$ cat config.mk
export PLATFORM = sky130hd
export DESIGN_NAME = alu_ex_stage
export DESIGN_NICKNAME = d
export VERILOG_FILES = /design/src/rtl/alu_ex_stage.sv
export SDC_FILE = /design/constraint.sdc
export NUM_CORES = 1
export LEC_CHECK = 0
export BUFFER_PORTS_ARGS = -buffer_cell sky130_fd_sc_hd__buf_4
export CAP_MARGIN = 20
export CORE_AREA = 4 4 61 105
export DETAILED_ROUTE_END_ITERATION = 8
export DIE_AREA = 0 0 65 109
export PLACE_DENSITY = 0.81
export SLEW_MARGIN = 10
export SYNTH_ARGS = -nofsm -noshare
export SYNTH_HDL_FRONTEND = slang
export SYNTH_SLANG_ARGS = --single-unit
$ cat constraint.sdc
create_clock -name clk_i -period 3.35 [get_ports clk_i]
set_input_delay 0 -clock clk_i [delete_from_list [all_inputs] [get_ports clk_i]]
set_output_delay 0 -clock clk_i [all_outputs]
set_load 0.01 [all_outputs]
$ cat src/rtl/alu_ex_stage.sv
// Registered ALU output stage: captures result/carry, derives zero/neg/ovf flags,
// and hands them downstream through a two-entry skid buffer. Optional macro: ALU_STICKY_OVF_EN.
module alu_ex_stage #(
    parameter int WIDTH = 32
) (
    input  logic             clk_i,
    input  logic             rst_i,
    input  logic             in_valid,
    output logic             in_ready,
    input  logic [WIDTH-1:0] alu_result,
    input  logic             alu_cout,
    input  logic             a_msb,
    input  logic             b_msb,
    input  logic [1:0]       operation,
    output logic             out_valid,
    input  logic             out_ready,
    output logic [WIDTH-1:0] out_result,
    output logic             out_cout,
    output logic             out_zero,
    output logic             out_neg,
    output logic             out_ovf
`ifdef ALU_STICKY_OVF_EN
    ,
    output logic             sticky_ovf,
    input  logic             sticky_clr
`endif
);

    typedef struct packed {
        logic [WIDTH-1:0] res;
        logic             cout;
        logic             zero;
        logic             neg;
        logic             ovf;
    } entry_t;

    typedef enum logic [1:0] {EMPTY, ONE, TWO} state_e;

    localparam entry_t RST_ENTRY = '{res: '0, cout: 1'b0, zero: 1'b1, neg: 1'b0, ovf: 1'b0};

    state_e state_q, state_d;
    entry_t main_q, main_d, skid_q, skid_d, in_entry;
    logic   in_ready_q;
    logic   in_xfer, out_xfer;
    logic   load_main, load_skid, skid_to_main;

    assign in_xfer  = in_valid & in_ready_q;
    assign out_xfer = out_valid & out_ready;

    // Flags are fixed at capture so the consumer sees them with zero added delay.
    always_comb begin
        in_entry.res  = alu_result;
        in_entry.cout = alu_cout;
        in_entry.zero = (alu_result == '0);
        in_entry.neg  = alu_result[WIDTH-1];
        in_entry.ovf  = (operation == 2'd2) & (a_msb == b_msb) & (alu_result[WIDTH-1] != a_msb);
    end

    always_ff @(posedge clk_i) begin
        if (rst_i) begin
            state_q    <= EMPTY;
            in_ready_q <= 1'b1;
        end else begin
            state_q    <= state_d;
            in_ready_q <= (state_d != TWO);
        end
    end

    always_comb begin
        state_d = state_q;
        case (state_q)
            EMPTY:   if (in_xfer) state_d = ONE;
            ONE: begin
                if (in_xfer && !out_xfer)      state_d = TWO;
                else if (!in_xfer && out_xfer) state_d = EMPTY;
            end
            TWO:     if (out_xfer) state_d = ONE;
            default: state_d = EMPTY;
        endcase
    end

    always_comb begin
        out_valid    = (state_q != EMPTY);
        load_main    = in_xfer & ((state_q == EMPTY) | ((state_q == ONE) & out_xfer));
        load_skid    = in_xfer & (state_q == ONE) & ~out_xfer;
        skid_to_main = (state_q == TWO) & out_xfer;
    end

    always_comb begin
        main_d = main_q;
        skid_d = skid_q;
        if (load_main)         main_d = in_entry;
        else if (skid_to_main) main_d = skid_q;
        if (load_skid)         skid_d = in_entry;
    end

    always_ff @(posedge clk_i) begin
        if (rst_i) begin
            main_q <= RST_ENTRY;
            skid_q <= RST_ENTRY;
        end else begin
            main_q <= main_d;
            skid_q <= skid_d;
        end
    end

    assign in_ready   = in_ready_q;
    assign out_result = main_q.res;
    assign out_cout   = main_q.cout;
    assign out_zero   = main_q.zero;
    assign out_neg    = main_q.neg;
    assign out_ovf    = main_q.ovf;

`ifdef ALU_STICKY_OVF_EN
    logic sticky_q;

    // Clear wins over a same-edge set.
    always_ff @(posedge clk_i) begin
        if (rst_i)                      sticky_q <= 1'b0;
        else if (sticky_clr)            sticky_q <= 1'b0;
        else if (out_xfer && main_q.ovf) sticky_q <= 1'b1;
    end

    assign sticky_ovf = sticky_q;
`endif

endmodule

# Yosys cells after proc, flatten, opt, wreduce, memory -nomap -nowiden
# Cells that the tools add are included.
dict set report totals {
  output_inout_bits 38
  wordCells 44
  ff_bits 75
}
dict set report op_classes {
  n_eq_ne 6
  mux 7
  n_reduce_logical 8
  n_bitwise 11
}
# cell n
set op_table {}
lappend op_table {{$mux W36} 2}
lappend op_table {{$logic_not A32 Y1} 1}
lappend op_table {{$and A1 B1 Y1} 9}
lappend op_table {{$mux W2} 4}
lappend op_table {{$pmux W2 S3} 1}
lappend op_table {{$eq A2 B2 Y1 const B} 2}
lappend op_table {{$reduce_bool A2 Y1} 2}
lappend op_table {{$eq A2 B1 Y1 const B} 1}
lappend op_table {{$logic_and A1 B1 Y1} 2}
lappend op_table {{$logic_not A1 Y1} 2}
lappend op_table {{$logic_not A2 Y1} 1}
lappend op_table {{$ne A2 B2 Y1 const B} 1}
lappend op_table {{$eq A1 B1 Y1} 1}
lappend op_table {{$ne A1 B1 Y1} 1}
lappend op_table {{$not A1 Y1} 1}
lappend op_table {{$or A1 B1 Y1} 1}

# Logic depth before layout (Yosys ltp)
dict set report logic_depth {
  depth_word 7
  ltp_mapped 6
}

# Worst setup path before layout
# OpenSTA, ideal clock, no wires.
dict set report synth_timing {
  path_kind {register to register}
  start {reg in_ready_q (netlist: in_ready)}
  end {reg skid_q[2] (netlist bit)}
  n_path_buf 2
  arrival_time_ns 1.282
  setup_slack_ns 1.947
  stages_incl_launch_ff 7
  path_cell_list {dfxtp_1 nand2_1 or3_1 buf_6 buf_6 a21oi_2 o31ai_1}
}
dict set report synth_via {
  elab_chain_cells 3
}
# item line_no
set synth_rtl {}
lappend synth_rtl {{start, declared} 43} ;# logic in_ready_q;
lappend synth_rtl {{start signal, assigned} 65} ;# in_ready_q <= (state_d != TWO);
lappend synth_rtl {{$and A1 B1 Y1} 47} ;# assign in_xfer = in_valid & in_ready_q;
lappend synth_rtl {{$and A1 B1 Y1 (2 in series)} 85} ;# load_skid = in_xfer & (state_q == ONE) & ~out_xfer;
lappend synth_rtl {{end signal, assigned} 103} ;# skid_q <= skid_d;
lappend synth_rtl {{end, declared} 42} ;# entry_t main_q, main_d, skid_q, skid_d, in_entry;
# No other way between the ends.
# A chain may end at the register's enable or synchronous reset.

# Worst setup path in the final report
dict set report layout_timing {
  start {reg state_q[1]}
  end {reg main_q (netlist bit out_result[12])}
}
dict set report layout_via {
  elab_chain_cells 6
}
# item line_no
set layout_rtl {}
lappend layout_rtl {{start, declared} 41} ;# state_e state_q, state_d;
lappend layout_rtl {{start signal, assigned} 64} ;# state_q <= state_d;
lappend layout_rtl {{$reduce_bool A2 Y1} 83} ;# out_valid = (state_q != EMPTY);
lappend layout_rtl {{$and A1 B1 Y1} 48} ;# assign out_xfer = out_valid & out_ready;
lappend layout_rtl {{$and A1 B1 Y1} 84} ;# load_main = in_xfer & ((state_q == EMPTY) | ((state_q == ONE) & out_xfer));
lappend layout_rtl {{$or A1 B1 Y1} 84}
lappend layout_rtl {{$and A1 B1 Y1} 84}
lappend layout_rtl {{$mux W36 or $reduce_bool A2 Y1 (tied branches)} --}
lappend layout_rtl {{end signal, assigned} 102} ;# main_q <= main_d;
lappend layout_rtl {{end, declared} 42}
# Several ways; a longest one is shown, not always the timed one.

==> metrics.md <==
| Metric | Value |
|---|---|
| Status | `completed` |
| # DRC | `0` |
| Largest stage delay on the critical path | `a little over 0.6 ns` |
| Most frequent cell after synthesis | `dfxtp_1` |
| Synth Register Bits | `73` |
| Area leader, netlist | `dfxtp_1` |
| GRT overflow | `0` |
| DIE AREA | `0.00709 mm²` |
| Initial antenna violation count | `0` |
| Final setup fails | `0` |
| DP Cell Count | `between 400 and 500` |
| Crit Path Class | `reg -> reg` |
| Routed WL | `around 7.7 mm` |
| Sw Pwr | `between 0.4 and 0.5 mW` |
| Highest clock rate | `about 480 MHz` |
| Synthesized area | `0.00302 mm²` |
| Fin Clk Skew | `about 0.0073 ns` |
| CP max stage cell | `nand2_2` |
| Synth Instances | `about 340` |
| Sequential share of the synthesized area | `48.4%` |
| Post-Layout Cell Count | `518` |
| Number of synthesized flops with an enable pin | `0` |
| Reg power frac | `47.7%` |
| CTS clk-pin slew, worst paths | `~0.070 ns` |
| Die H | `roughly 110 µm` |
| Hpwl dp | `between 4 and 5 mm` |
| Max-cap viol count | `0` |
| 1st-pass router iterations | `4` |
| Largest net degree at the start of global routing | `between 70 and 80` |
| Clock Power Share | `~37%` |
| RSZ-0062 raised after global routing | `no` |
| Antenna diode count | `0` |
| # resized after CTS | `0` |
| GP Congestion | `~0.78` |
| Post-synth top area share | `48.4%` |
| Clock Tree Buf Depth | `2` |
| Synthesized area per cell | `slightly below 9 µm²` |
| First-pass GRT wire length | `approximately 12 mm` |
| Detailed router's first-iteration violation count | `~210` |
| Number of global-route vias before repair | `about 2,700` |
| Core area | `around 0.0055 mm²` |
| CTS Root Cell | `clkbuf_8` |
| Count of final max-slew check failures | `0` |
| WL/cell | `between 10 and 15 µm` |
| Slew Limit Headroom | `between 40% and 50%` |
| Post-layout util | `around three quarters` |
| Ys flop type | `dfxtp_1` |
| Worst Setup Start Kind | `flip-flop` |
| Remaining antenna violation count | `0` |
| CTS sink cnt | `73` |
| Distinct cell type count after synthesis | `29` |
| Nets | `around 480` |
| Clk Latency, worst-skew pair | `0.35 ns` |
| # Post-CTS Setup Buffers | `0` |
| Layout area overhead | `36.1%` |
| Layout cells sized above 1 | `between 20% and 30%` |
| CP bufs+invs | `1` |
| Quantity of hold-fixing buffers added after cts | `34` |
| Post-synth top cells | `73 x dfxtp_1, 69 x nand2_1, 36 x a21oi_1, 36 x nor2_1, 34 x mux2i_1` |
| Synthesized Nets | `roughly 380` |
| Lkg Pwr | `~1.8 nW` |
| Vias | `2,762` |
| Peak VDD IR | `roughly 0.37 mV` |
| Die width | `about 65 µm` |
| Fraction of registers with async set/reset | `0%` |
| Row Count | `36` |
| TNS Setup | `0 ns` |
| CTS tree | `built` |
| CP arrival | `2.35 ns` |
| Synth Warn # | `0` |
| Switch share | `between 20% and 30%` |
| CP endpoint kind | `flip-flop` |
| Clock period minus worst slack | `between 2 and 2.5 ns` |
| Power density over cell area | `486 mW/mm²` |
| Tcrit/Tclk final | `a little over three fifths` |
| Initial core utilization | `between 50% and 60%` |
| Gr usage total | `a little under a quarter` |
| CP required | `between 3 and 4 ns` |
| Hold Fails Final Rpt | `0` |
| Combinational Power Share | `between 10% and 20%` |
| Ranking of synthesized cells by area | `dfxtp_1 48%, mux2i_1 11%, nand2_1 8.6%` |
| Vias per inst | `~5.3` |
| P_int | `between 1.5 and 2 mW` |
| Worst Tran Pin Value | `between 0.8 and 0.9 ns` |
| IO Count | `79` |
| Kind of cell adding the most delay to the critical path | `simple AND/OR/NAND/NOR gates` |
| Crit-path cells | `and3b_1, nand2_2, buf_4, nor2_1, a211oi_1` |
| HP Class | `in -> reg` |
| Htree depth | `3` |
| CP max FO | `47` |
| Total CTS buffers | `9` |
| IO buf count | `78` |
[worst paths after layout]
| check | startpoint | end | slack [ns] | cells after the start |
|---|---|---|---|---|
| setup / recovery | state_q[1] | out_result[12] | 1.26 | 5 |
| hold / removal | operation[0] | skid_q[0] | 0.02 | 5 |
| setup reg to reg | state_q[1] | out_result[12] | 1.26 | 5 |
| hold reg to reg | skid_q[22] | skid_q[22] | 0.45 | 2 |
[power by group through the flow]
| stage | registers [mW] | clock network, mW | logic (mW) |
|---|---|---|---|
| after detailed placement | 0.971 | 0 | 0.280 |
| after global placement | 0.970 | 0 | 0.273 |
| final | 0.952 | 0.734 | 0.311 |
| after global routing | 0.958 | 0.779 | 0.339 |
| after floorplan | 0.982 | 0 | 0.131 |
| after CTS | 0.952 | 0.744 | 0.313 |
[flip-flops by register name (all words and copies together) (netlist names)]
register / cells
state_q: 2
in_ready: 1
out_result: 32
skid_q: 35
out_ovf: 1
out_zero: 1
out_cout: 1
[worst register-to-register path, stage by stage, from the launching register on]
cell	delay, ns
dfxtp_1	0.46
and3b_1	0.24
nand2_2	0.61
buf_4	0.40
nor2_1	0.07
a211oi_1	0.22
[cells by family (layout without fill, tap and decap cells)]
| logic type | count (synthesis) | in the layout | synth area share, % |
|---|---|---|---|
| simple gates | 128 | 128 | 18.5 |
| compound gates | 73 | 73 | 15.2 |
| buf+inv | 28 | 132 | 5.96 |
| xor+xnor | 1 | 1 | 0.290 |
| mux | 35 | 35 | 11.6 |
| flops | 73 | 73 | 48.4 |
[area by class of cell]
cell class / count / area, µm²
multi-input combinational: 237 / 1390
timing repair buffer: 116 / 956
clock inverter: 3 / 65.1
sequential: 73 / 1460
inverter: 1 / 3.75
fill: 432 / 1430
clock buffer: 12 / 145
tap: 76 / 95.1
[metal layers]
layer / part of all wire [%] / global-route usage (%)
met1: 39 / 25.4
met2: 56 / 41.0
met4: 1.4 / 9.38
met3: 4.3 / 3.92
met5: 0 / 0
[placed cells by master, fill, tap and decap left out, drive strengths merged, types with 2 or more instances in the layout]
master | Yosys | layout
buf | 18 | 82
clkbuf | 9 | 12
or3 | 2 | 2
mux2i | 34 | 34
nand2b | 2 | 2
nand4 | 2 | 2
a211oi | 33 | 33
nand2 | 70 | 70
dfxtp | 73 | 73
o31ai | 2 | 2
nor2 | 36 | 36
nor4 | 9 | 9
nand3b | 2 | 2
bufinv | 0 | 2
a21oi | 37 | 37
dlygate4sd3 | 0 | 34
and3b | 2 | 2
[stage by stage]
step | cell area, µm² | power (mW) | worst slack (ns) | hold WS, ns
floorplan | 3020 | 1.11 | 1.95 | 0.124
global placement | 3560 | 1.24 | 1.41 | 0.244
detailed placement | 3560 | 1.25 | 1.29 | 0.244
CTS | 4110 | 2.01 | 1.26 | 0.0182
global route | 4110 | 2.08 | 1.04 | 0.0834
finish | 4110 | 2.00 | 1.26 | 0.0246
(Power assumes the default switching activity.)
